**config.mk**
```make
export PLATFORM = sky130hd
export DESIGN_NAME = matrix_mult_stream
export DESIGN_NICKNAME = d
export VERILOG_FILES = /design/src/rtl/matrix_mult_pkg.sv /design/src/rtl/matrix_mult_stream_mac.sv /design/src/rtl/matrix_mult_stream.sv
export SDC_FILE = /design/constraint.sdc
export NUM_CORES = 1
export LEC_CHECK = 0
export CAP_MARGIN = 0
export CORE_MARGIN = 2
export CORE_UTILIZATION = 25
export CTS_BUF_LIST = sky130_fd_sc_hd__clkbuf_4
export CTS_CLUSTER_DIAMETER = 60
export CTS_CLUSTER_SIZE = 30
export DETAILED_ROUTE_END_ITERATION = 7
export GPL_ROUTABILITY_DRIVEN = 1
export PLACE_DENSITY = 0.4
export SLEW_MARGIN = 20
export SYNTH_ARGS = -nofsm -noshare
export SYNTH_HDL_FRONTEND = slang
export SYNTH_HIERARCHICAL = 1
export SYNTH_SLANG_ARGS = --single-unit
```
**constraint.sdc**
```tcl
create_clock -name clk -period 4 [get_ports clk]
set_clock_uncertainty 0.2 [all_clocks]
set_input_delay 0.8 -clock clk [delete_from_list [all_inputs] [get_ports clk]]
set_output_delay 0.8 -clock clk [all_outputs]
set_load 0.01 [all_outputs]
```
**src/rtl/matrix_mult_pkg.sv**
```systemverilog
// Shared state encodings and width helpers for the streaming matrix multiplier.
package matrix_mult_pkg;

  localparam logic [2:0] IDLE    = 3'd0;
  localparam logic [2:0] LOAD_A  = 3'd1;
  localparam logic [2:0] LOAD_B  = 3'd2;
  localparam logic [2:0] COMPUTE = 3'd3;
  localparam logic [2:0] OUTPUT  = 3'd4;

  function automatic int clog2(input int v);
    int r;
    r = 0;
    for (int s = 0; s < 31; s++) begin
      if ((1 << s) < v) r = s + 1;
    end
    return r;
  endfunction

endpackage

```
**src/rtl/matrix_mult_stream_mac.sv**
```systemverilog
// Registered multiply-accumulate: operands extended to AW, product and sum kept at AW.
module matrix_mult_stream_mac
  import matrix_mult_pkg::*;
#(
  parameter int W      = 4,
  parameter int AW     = 9,
  parameter int SIGNED = 0
) (
  input  logic          clk,
  input  logic          rst_n,
  input  logic [W-1:0]  a,
  input  logic [W-1:0]  b,
  input  logic          clr_acc,
  input  logic          en,
  output logic [AW-1:0] acc,
  output logic [AW-1:0] acc_nxt
);

  logic [AW-1:0] a_ext;
  logic [AW-1:0] b_ext;
  logic [AW-1:0] prod;

  always_comb begin
    if (SIGNED != 0) begin
      a_ext = {{(AW-W){a[W-1]}}, a};
      b_ext = {{(AW-W){b[W-1]}}, b};
    end else begin
      a_ext = {{(AW-W){1'b0}}, a};
      b_ext = {{(AW-W){1'b0}}, b};
    end
    // modulo-2^AW arithmetic is exact for both signednesses since AW covers the full range
    prod    = a_ext * b_ext;
    acc_nxt = (clr_acc ? '0 : acc) + prod;
  end

  always_ff @(posedge clk or negedge rst_n) begin
    if (!rst_n) begin
      acc <= '0;
    end else if (en) begin
      acc <= acc_nxt;
    end else if (clr_acc) begin
      acc <= '0;
    end
  end

endmodule

```
**src/rtl/matrix_mult_stream.sv**
```systemverilog
// Streaming N x N matrix multiplier: load A, load B, compute with one shared MAC, drain C.
//   state   | meaning
//   IDLE    | one cycle after reset release
//   LOAD_A  | accepting A row-major
//   LOAD_B  | accepting B row-major
//   COMPUTE | N^3 MAC cycles, i/j/k with k innermost
//   OUTPUT  | presenting C row-major
module matrix_mult_stream
  import matrix_mult_pkg::*;
#(
  parameter  int N      = 2,
  parameter  int W      = 4,
  parameter  int SIGNED = 0,
  localparam int AW     = 2*W + clog2(N)
) (
  input  logic          clk,
  input  logic          rst_n,
  input  logic          clear,
  input  logic [W-1:0]  in_data,
  input  logic          in_valid,
  output logic          in_ready,
  output logic [AW-1:0] out_data,
  output logic          out_valid,
  input  logic          out_ready,
  output logic          busy
);

  localparam int NN = N*N;
  localparam int CW = clog2(N);
  localparam int LW = clog2(NN);

  logic [2:0]    state;
  logic [LW-1:0] cnt;
  logic [CW-1:0] i_cnt, j_cnt, k_cnt;
  logic [W-1:0]  a_mem [NN];
  logic [W-1:0]  b_mem [NN];
  logic [AW-1:0] c_mem [NN];
  logic [LW-1:0] a_idx, b_idx, c_idx;
  logic          last_cnt, last_i, last_j, last_k;
  logic          mac_en, mac_clr;
  logic [AW-1:0] acc, acc_nxt;

  assign a_idx    = LW'(i_cnt) * LW'(N) + LW'(k_cnt);
  assign b_idx    = LW'(k_cnt) * LW'(N) + LW'(j_cnt);
  assign c_idx    = LW'(i_cnt) * LW'(N) + LW'(j_cnt);
  assign last_cnt = (cnt == LW'(NN-1));
  assign last_i   = (i_cnt == CW'(N-1));
  assign last_j   = (j_cnt == CW'(N-1));
  assign last_k   = (k_cnt == CW'(N-1));
  assign mac_en   = (state == COMPUTE) && !clear;
  assign mac_clr  = clear || (k_cnt == '0);

  assign in_ready  = (state == LOAD_A) || (state == LOAD_B);
  assign out_valid = (state == OUTPUT);
  assign busy      = (state == COMPUTE) || (state == OUTPUT);
  assign out_data  = (state == OUTPUT) ? c_mem[cnt] : '0;

  matrix_mult_stream_mac #(.W(W), .AW(AW), .SIGNED(SIGNED)) u_mac (
    .clk     (clk),
    .rst_n   (rst_n),
    .a       (a_mem[a_idx]),
    .b       (b_mem[b_idx]),
    .clr_acc (mac_clr),
    .en      (mac_en),
    .acc     (acc),
    .acc_nxt (acc_nxt)
  );

  always_ff @(posedge clk or negedge rst_n) begin
    if (!rst_n) begin
      state <= IDLE;
      cnt   <= '0;
      i_cnt <= '0;
      j_cnt <= '0;
      k_cnt <= '0;
    end else if (clear) begin
      state <= LOAD_A;
      cnt   <= '0;
      i_cnt <= '0;
      j_cnt <= '0;
      k_cnt <= '0;
    end else begin
      case (state)
        IDLE: state <= LOAD_A;
        LOAD_A, LOAD_B: begin
          if (in_valid) begin
            if (last_cnt) begin
              cnt   <= '0;
              state <= (state == LOAD_A) ? LOAD_B : COMPUTE;
            end else begin
              cnt <= cnt + 1'b1;
            end
          end
        end
        COMPUTE: begin
          if (!last_k) begin
            k_cnt <= k_cnt + 1'b1;
          end else begin
            k_cnt <= '0;
            if (!last_j) begin
              j_cnt <= j_cnt + 1'b1;
            end else begin
              j_cnt <= '0;
              if (!last_i) begin
                i_cnt <= i_cnt + 1'b1;
              end else begin
                i_cnt <= '0;
                state <= OUTPUT;
              end
            end
          end
        end
        OUTPUT: begin
          if (out_ready) begin
            if (last_cnt) begin
              cnt   <= '0;
              state <= LOAD_A;
            end else begin
              cnt <= cnt + 1'b1;
            end
          end
        end
        default: state <= IDLE;
      endcase
    end
  end

  // operand/result storage is intentionally left unreset
  always_ff @(posedge clk) begin
    if (!clear && in_valid && state == LOAD_A) a_mem[cnt] <= in_data;
    if (!clear && in_valid && state == LOAD_B) b_mem[cnt] <= in_data;
    if (mac_en && last_k) c_mem[c_idx] <= acc_nxt;
  end

endmodule
```
=== Yosys cells after proc, flatten, opt, wreduce, memory -nomap -nowiden ===
Memory sizes are Yosys's and may differ from the RTL's.
Index checks and enable logic that the tools add are counted.

* Equal/unequal tests: 12
* Shift-type cells: 0
* Order comparisons: 0
* Muxes and demuxes: 36
* $add $sub $neg: 8
* Multiply operators: 1
* Div/mod/pow operators: 0
* Bitwise logic cells: 1
* Reductions and logical operators: 19

{| class="wikitable"
|+ Operator list
! cell !! number
|-
| two-way mux 9 bit || 3
|-
| two-way mux 3 bit || 8
|-
| two-way mux 1 bit || 19
|-
| != test 3 bit, second input constant || 5
|-
| one-hot mux 3 bit (4 select lines) || 1
|-
| adder 9 bit || 1
|-
| multiplier 4 x 4 -> 8 bit || 1
|-
| two-way mux 2 bit || 4
|-
| AND reduction 7 bit || 1
|-
| adder 2 x 1 -> 2 bit || 3
|-
| equality test 3 x 2 -> 1 bit, second input constant || 2
|-
| != test 3 x 2 -> 1 bit, second input constant || 2
|-
| AND reduction 3 bit || 2
|-
| nonzero test 2 bit || 3
|-
| logical AND 1 bit || 5
|-
| one-hot mux 2 bit (2 select lines) || 1
|-
| adder 1 bit, second input constant || 3
|-
| equality test 3 x 1 -> 1 bit, second input constant || 1
|-
| equality test 3 bit, second input constant || 1
|-
| logical NOT 3 bit || 1
|-
| logical OR 1 bit || 3
|-
| nonzero test 3 bit || 1
|-
| adder 2 x 1 -> 2 bit, second input constant || 1
|-
| equality test 2 bit, second input constant || 1
|-
| 4 further kinds || 4
|}

* Register bits after elaboration: 17
* Word-level logic and storage cells: 86
* Latch bits: 0
* Bits in read-only memories: 0
* Bits in writable memories: 68
* Memories: 3

{| class="wikitable"
|+ Memories
! memory !! words !! width !! rd ports !! clocked after Yosys merged registers in !! write ports !! line !! source
|-
| c_mem || 4 || 9 || 1 || 0 || 1 || matrix_mult_stream.sv:37 || <nowiki>logic [AW-1:0] c_mem [NN];</nowiki>
|-
| a_mem || 4 || 4 || 1 || 0 || 1 || matrix_mult_stream.sv:35 || <nowiki>logic [W-1:0] a_mem [NN];</nowiki>
|-
| b_mem || 4 || 4 || 1 || 0 || 1 || matrix_mult_stream.sv:36 || <nowiki>logic [W-1:0] b_mem [NN];</nowiki>
|}

=== Depth between registers and ports, before layout ===
Gate-level depths: netlist (run 1).

* Word-level depth: 6
* Mapped depth: 15

=== Cells and area by module ===
The synthesis (run 1) kept the hierarchy.

{| class="wikitable"
|+ By module, submodules not included
! module !! area an instance (sq um) !! times used !! sequential area each (sq um) !! cells an instance
|-
| matrix_mult_stream || 3120.5 || 1 || 2242.2 || 167
|-
| matrix_mult_stream_mac || 1154.9 || 1 || 225.2 || 127
|}

=== Worst setup path after synthesis (run 1) ===
No wires, ideal clock.

* Path type: register to register
* Start point: register k_cnt
* End point: memory c_mem[0][7], data pin
* Arrival: 3862 ps
* Stages on the path, launching flop included: 14
* Clock period less this slack: 4335 ps
* Path slack: -335 ps
* Setup time: 273 ps
* Path buffers: 1
* Required time: 3527 ps
* Cell sequence: dfrtp_1 > buf_2 > mux4_2 > nand2_1 > fa_1 > fa_1 > fa_1 > inv_1 > ha_1 > a21o_2 > a21oi_2 > o21bai_1 > a21oi_1 > xnor2_1

* Longest elaborated chain between the ends: 4
* Elaborated cells on any way between the ends: 9
* Those cells by class: add/sub: 3; mul: 1; mux: 1; bitwise: 1; reduce/logical: 1; memory: 2

{| class="wikitable"
|+ Ends and longest elaborated chain
! what !! line !! source
|-
| start, declared || matrix_mult_stream.sv:34 || <nowiki>logic [CW-1:0] i_cnt, j_cnt, k_cnt;</nowiki>
|-
| start signal, assigned || matrix_mult_stream.sv:97 || <nowiki>k_cnt <= k_cnt + 1'b1;</nowiki>
|-
| adder 2 x 1 -> 2 bit (tied with other cells) || matrix_mult_stream.sv:43 || <nowiki>assign a_idx = LW'(i_cnt) * LW'(N) + LW'(k_cnt);</nowiki>
|-
| memory (4 x 4 bit) (tied with other cells) || - ||
|-
| multiplier 4 x 4 -> 8 bit or two-way mux 9 bit (tied branches) || - ||
|-
| adder 9 bit * || matrix_mult_stream_mac.sv:33 || <nowiki>acc_nxt = (clr_acc ? '0 : acc) + prod;</nowiki>
|-
| net acc_nxt[7] || matrix_mult_stream.sv:41 || <nowiki>logic [AW-1:0] acc, acc_nxt;</nowiki>
|-
| end, declared || matrix_mult_stream.sv:37 ||
|}

The timed path passes the listed nets; every way through them passes the cells marked *.

=== Final worst setup path (run 1) ===
* Start point: register k_cnt
* End point: memory c_mem[0][8], data pin

Same word-level chain as after synthesis.

==> results.py, run 1 <==
metrics = {
    "status": {
        "status": "finished, violations left",
        "failing_checks": "negative setup slack",
    },
    "layout": {
        "syn_to_final_growth_pct": 22.0,
        "post-route-cell-area_mm2": 0.00522,
        "final_net_count": 389,
        "final-instance-count-excl-fill": 575,
        "proportion_of_layout_cells_with_a_drive_suffix_above_1": 0.285,
        "insertedDiodeCount": 0,
    },
    "timing": {
        "hold_viol": 0,
        "grt_setup_unrepaired": "yes",
        "max_slew.worst_pin.slew_ns": 0.891,
        "slew-limit-headroom": 0.404,
        "fmax_mhz": 245,
        "setup_ws_ns": -0.0884,
        "timing.final.setup_violations": 9,
        "layout_min_cycle_time_ns": 4.09,
        "final.period_utilization": 1.02,
        "report.final.slew_viol_count": 0,
    },
    "setup_path": {
        "crit_fanout": 5,
        "criticalPathCategory": "flop to flop",
        "cp.arrival_ns": 4.09,
        "cp-end-kind": "flop",
        "critical_path_destination": "c_mem[0][8]",
        "reg2reg_slack_ns": -0.09,
        "worstRegToRegCells": 12,
        "crit-reg2reg-capture": "c_mem[0][8]",
        "required_worst_endpoint_ns": 4.01,
        "critPathLaunchType": "flop",
        "critical_path.reg2reg.startpoint": "k_cnt",
        "cp-startpoint": "k_cnt",
    },
    "routing": {
        "wl_per_cell_um": 14.8,
        "antenna_left": 0,
        "num_vias": 2413,
        "dr.pass1.iters": 4,
        "initialDrtViolationCount": 82,
        "drt-vias-per-instance": 4.20,
        "drt-total-wl_um": 8500,
        "remaining_drc_errors": 0,
    },
    "run": {
        "drv_cap": 0,
    },
    "logic_synthesis": {
        "synth.mux.area_fraction": 0.108,
        "synth-seq-cells": 85,
        "post_synth_xor_area_fraction": 0.0225,
        "synth_compound_gate_area_share": 0.0465,
        "netlist_area_mm2": 0.00428,
        "synth_async_sr_flop_share": 0.200,
        "synth-seq-area-share": 0.577,
        "syn_area_per_cell_um2": 14.5,
        "postSynthCellCount": 294,
        "synthAdderAreaFrac": 0.104,
        "largest_family_of_logic_cells_by_synthesized_area": "multiplexers",
        "synth-edff-count": 68,
        "synthSimpleGateAreaFrac": 0.108,
        "yosys.cell_types.count": 42,
        "synth_fp_nets": 333,
        "synth_top_flop_cell": "edfxtp_1",
        "ys_warn_count": 6,
    },
    "pwr": {
        "combinational_group_share_of_total_power": 0.463,
        "psw_uw": 1100,
        "static-leakage-power_uw": 0.00198,
        "peak_supply_drop_uv": 260,
        "p_sw_frac": 0.347,
        "cellInternalPower_uw": 2080,
        "power.share.clock": 0.149,
        "powerDensity_mw_per_mm2": 609,
        "pwr-share-seq": 0.388,
    },
    "die": {
        "die_w_um": 135,
        "rows": 47,
        "io_pins": 21,
        "core_area_mm2": 0.0166,
        "die_area_mm2": 0.0182,
        "floorplan.die.height_um": 135,
        "floorplan.initialDensity": 0.257,
    },
    "place": {
        "placed_instances": 558,
        "finalWeightedCongestion": 0.713,
        "hpwl_um": 6460,
        "detailed_place.area_mm2": 0.00499,
        "io_buffers": 20,
    },
    "grt": {
        "antenna_found_initial": 0,
        "grt_start_max_net_pins": 19,
        "overall_global_routing_usage": 0.103,
        "grt_pass1_vias": 2488,
        "globalRoute.totalOverflow": 0,
        "grt_first_pass_wirelength_um": 13800,
    },
    "clocking": {
        "cts.sink_count": 85,
        "cts_inserted_buffers": 9,
        "cts_hold_repair.buffers": 0,
        "cts.root.buffer_cell": "clkbuf_4",
        "worst_skew_pair.late_latency_ns": 0.46,
        "cts-htree-levels": 3,
        "cts_tree": "built",
        "maximum_count_of_clock_buffers_along_a_single_path": 2,
        "clkSlewWorstSetupHoldPaths_ns": 0.14,
    },
    "worst_hold_path": {
        "min_from": "u_mac/acc[2]",
        "hold_path.class": "flop to flop",
    },
}
power by group through the flow:
| stage | registers, uW | clock network (uW) | logic (uW) |
|---|---|---|---|
| finish | 1240 | 474 | 1470 |
| global route | 1250 | 536 | 1650 |
| CTS | 1240 | 500 | 1480 |
| detailed placement | 1260 | 0 | 1370 |
| global placement | 1260 | 0 | 1360 |
| floorplan | 1190 | 0 | 932 |
cells by family after synthesis:
| group | Yosys count |
|---|---|
| compound gates | 27 |
| xor+xnor | 11 |
| fa+ha+maj | 30 |
| buf+inv | 35 |
| flops | 85 |
| mux | 24 |
| simple gates | 82 |
through the flow:
stage	setup slack, ns	util	TNS, ns	total power [uW]	hold slack [ns]
floorplan	-0.0102	-	-0.0440	2120	0.304
global placement	-0.233	0.300	-1.30	2620	0.375
detailed placement	-0.294	0.300	-2.12	2630	0.377
CTS	-0.116	0.312	-0.746	3220	0.399
global route	-0.281	0.314	-3.83	3440	0.425
finish	-0.0884	0.314	-0.565	3180	0.404
sequential cells by signal (all words and copies together) (netlist names), 2 cells and up:
name,cells
state,3
c_mem,36
u_mac/acc,9
a_mem,16
cnt,2
b_mem,16
worst max-delay path, stage by stage, from the launching register on:
cell and delay, ns:
dfrtp_2 0.47, mux4_2 0.57, nand2_2 0.09, fa_1 0.42, fa_1 0.47, fa_1 0.53
inv_2 0.04, ha_4 0.27, o21ai_2 0.06, o211ai_1 0.25, nand2_1 0.14, xnor2_2 0.17
xnor2_2 0.17
worst min-delay path by stage:
| stage | depth (start not counted) | slack, ns | to |
|---|---|---|---|
| 2_1_floorplan | 0 | 0.30 | cnt[0] |
| 4_1_cts | 2 | 0.40 | u_mac/acc[2] |
| 5_1_grt | 2 | 0.42 | u_mac/acc[3] |
| 6_report | 2 | 0.40 | u_mac/acc[2] |
| 3_5_place_dp | 2 | 0.38 | u_mac/acc[2] |
| 3_3_place_gp | 2 | 0.38 | u_mac/acc[8] |
cell usage in the layout (no fill, tap or decap), types with 3 or more instances in the layout:
master | Yosys | final
fa_1 | 9 | 8
a21oi_2 | 2 | 4
nor2_1 | 11 | 11
o21ai_0 | 4 | 4
edfxtp_1 | 68 | 68
nand2b_1 | 9 | 9
nand2_1 | 16 | 14
dfrtp_1 | 17 | 15
xnor2_1 | 10 | 5
inv_1 | 25 | 23
a21oi_1 | 6 | 4
and2_1 | 26 | 26
ha_4 | 0 | 3
buf_4 | 0 | 33
mux4_2 | 17 | 17
mux2_2 | 4 | 4
ha_1 | 21 | 18
clkbuf_4 | 0 | 10
clkinv_1 | 0 | 3
nor2b_1 | 5 | 5
xnor2_2 | 0 | 5
clkdlybuf4s50_1 | 0 | 20
synthesized netlist by cell type, types with 6 or more instances:
cell / instances / area share
buf_2: 6 / 0.0070
xnor2_1: 10 / 0.020
inv_1: 25 / 0.022
mux4_2: 17 / 0.090
nand2_1: 16 / 0.014
a21oi_1: 6 / 0.0070
nor2_1: 11 / 0.0097
ha_1: 21 / 0.061
fa_1: 9 / 0.042
nand2b_1: 9 / 0.013
dfrtp_1: 17 / 0.10
and2_1: 26 / 0.038
edfxtp_1: 68 / 0.48
final cells by class:
| type | count | area [um2] |
|---|---|---|
| Sequential cell | 85 | 2470 |
| Fill cell | 1682 | 11400 |
| Clock inverter | 6 | 53.8 |
| Clock buffer | 10 | 75.1 |
| Timing Repair Buffer | 55 | 470 |
| Tap cell | 220 | 275 |
| Multi-Input combinational cell | 174 | 1780 |
| Inverter | 25 | 93.8 |
routing by layer:
layer | wire, um | track usage | up-vias
met5 | 0 | 0 | -
met4 | 144 | 0.0404 | 0
met3 | 231 | 0.0304 | 9
met2 | 4060 | 0.162 | 29
met1 | 4050 | 0.135 | 1198
li1 | - | - | 1177
what timing repair did:
action / in CTS / in global routing
endpoints found under the setup margin: 19 / 25
buffers inserted: 1 / 0
gates resized for setup: 10 / 6
pin swaps: 5 / 6
(Power assumes the default switching activity.)
==> inputs of run 2 (changes only) <==
CTS_CLUSTER_SIZE = 10   (was 30)
GPL_ROUTABILITY_DRIVEN = default   (was 1)
==> results of run 2 <==
The final DEF is identical to that of run 1; final timing and power are the same.
==> inputs of run 3 (changes only) <==
CAP_MARGIN = 20   (was 0)
==> results of run 3 <==
The final DEF is identical to that of run 1; final timing and power are the same.
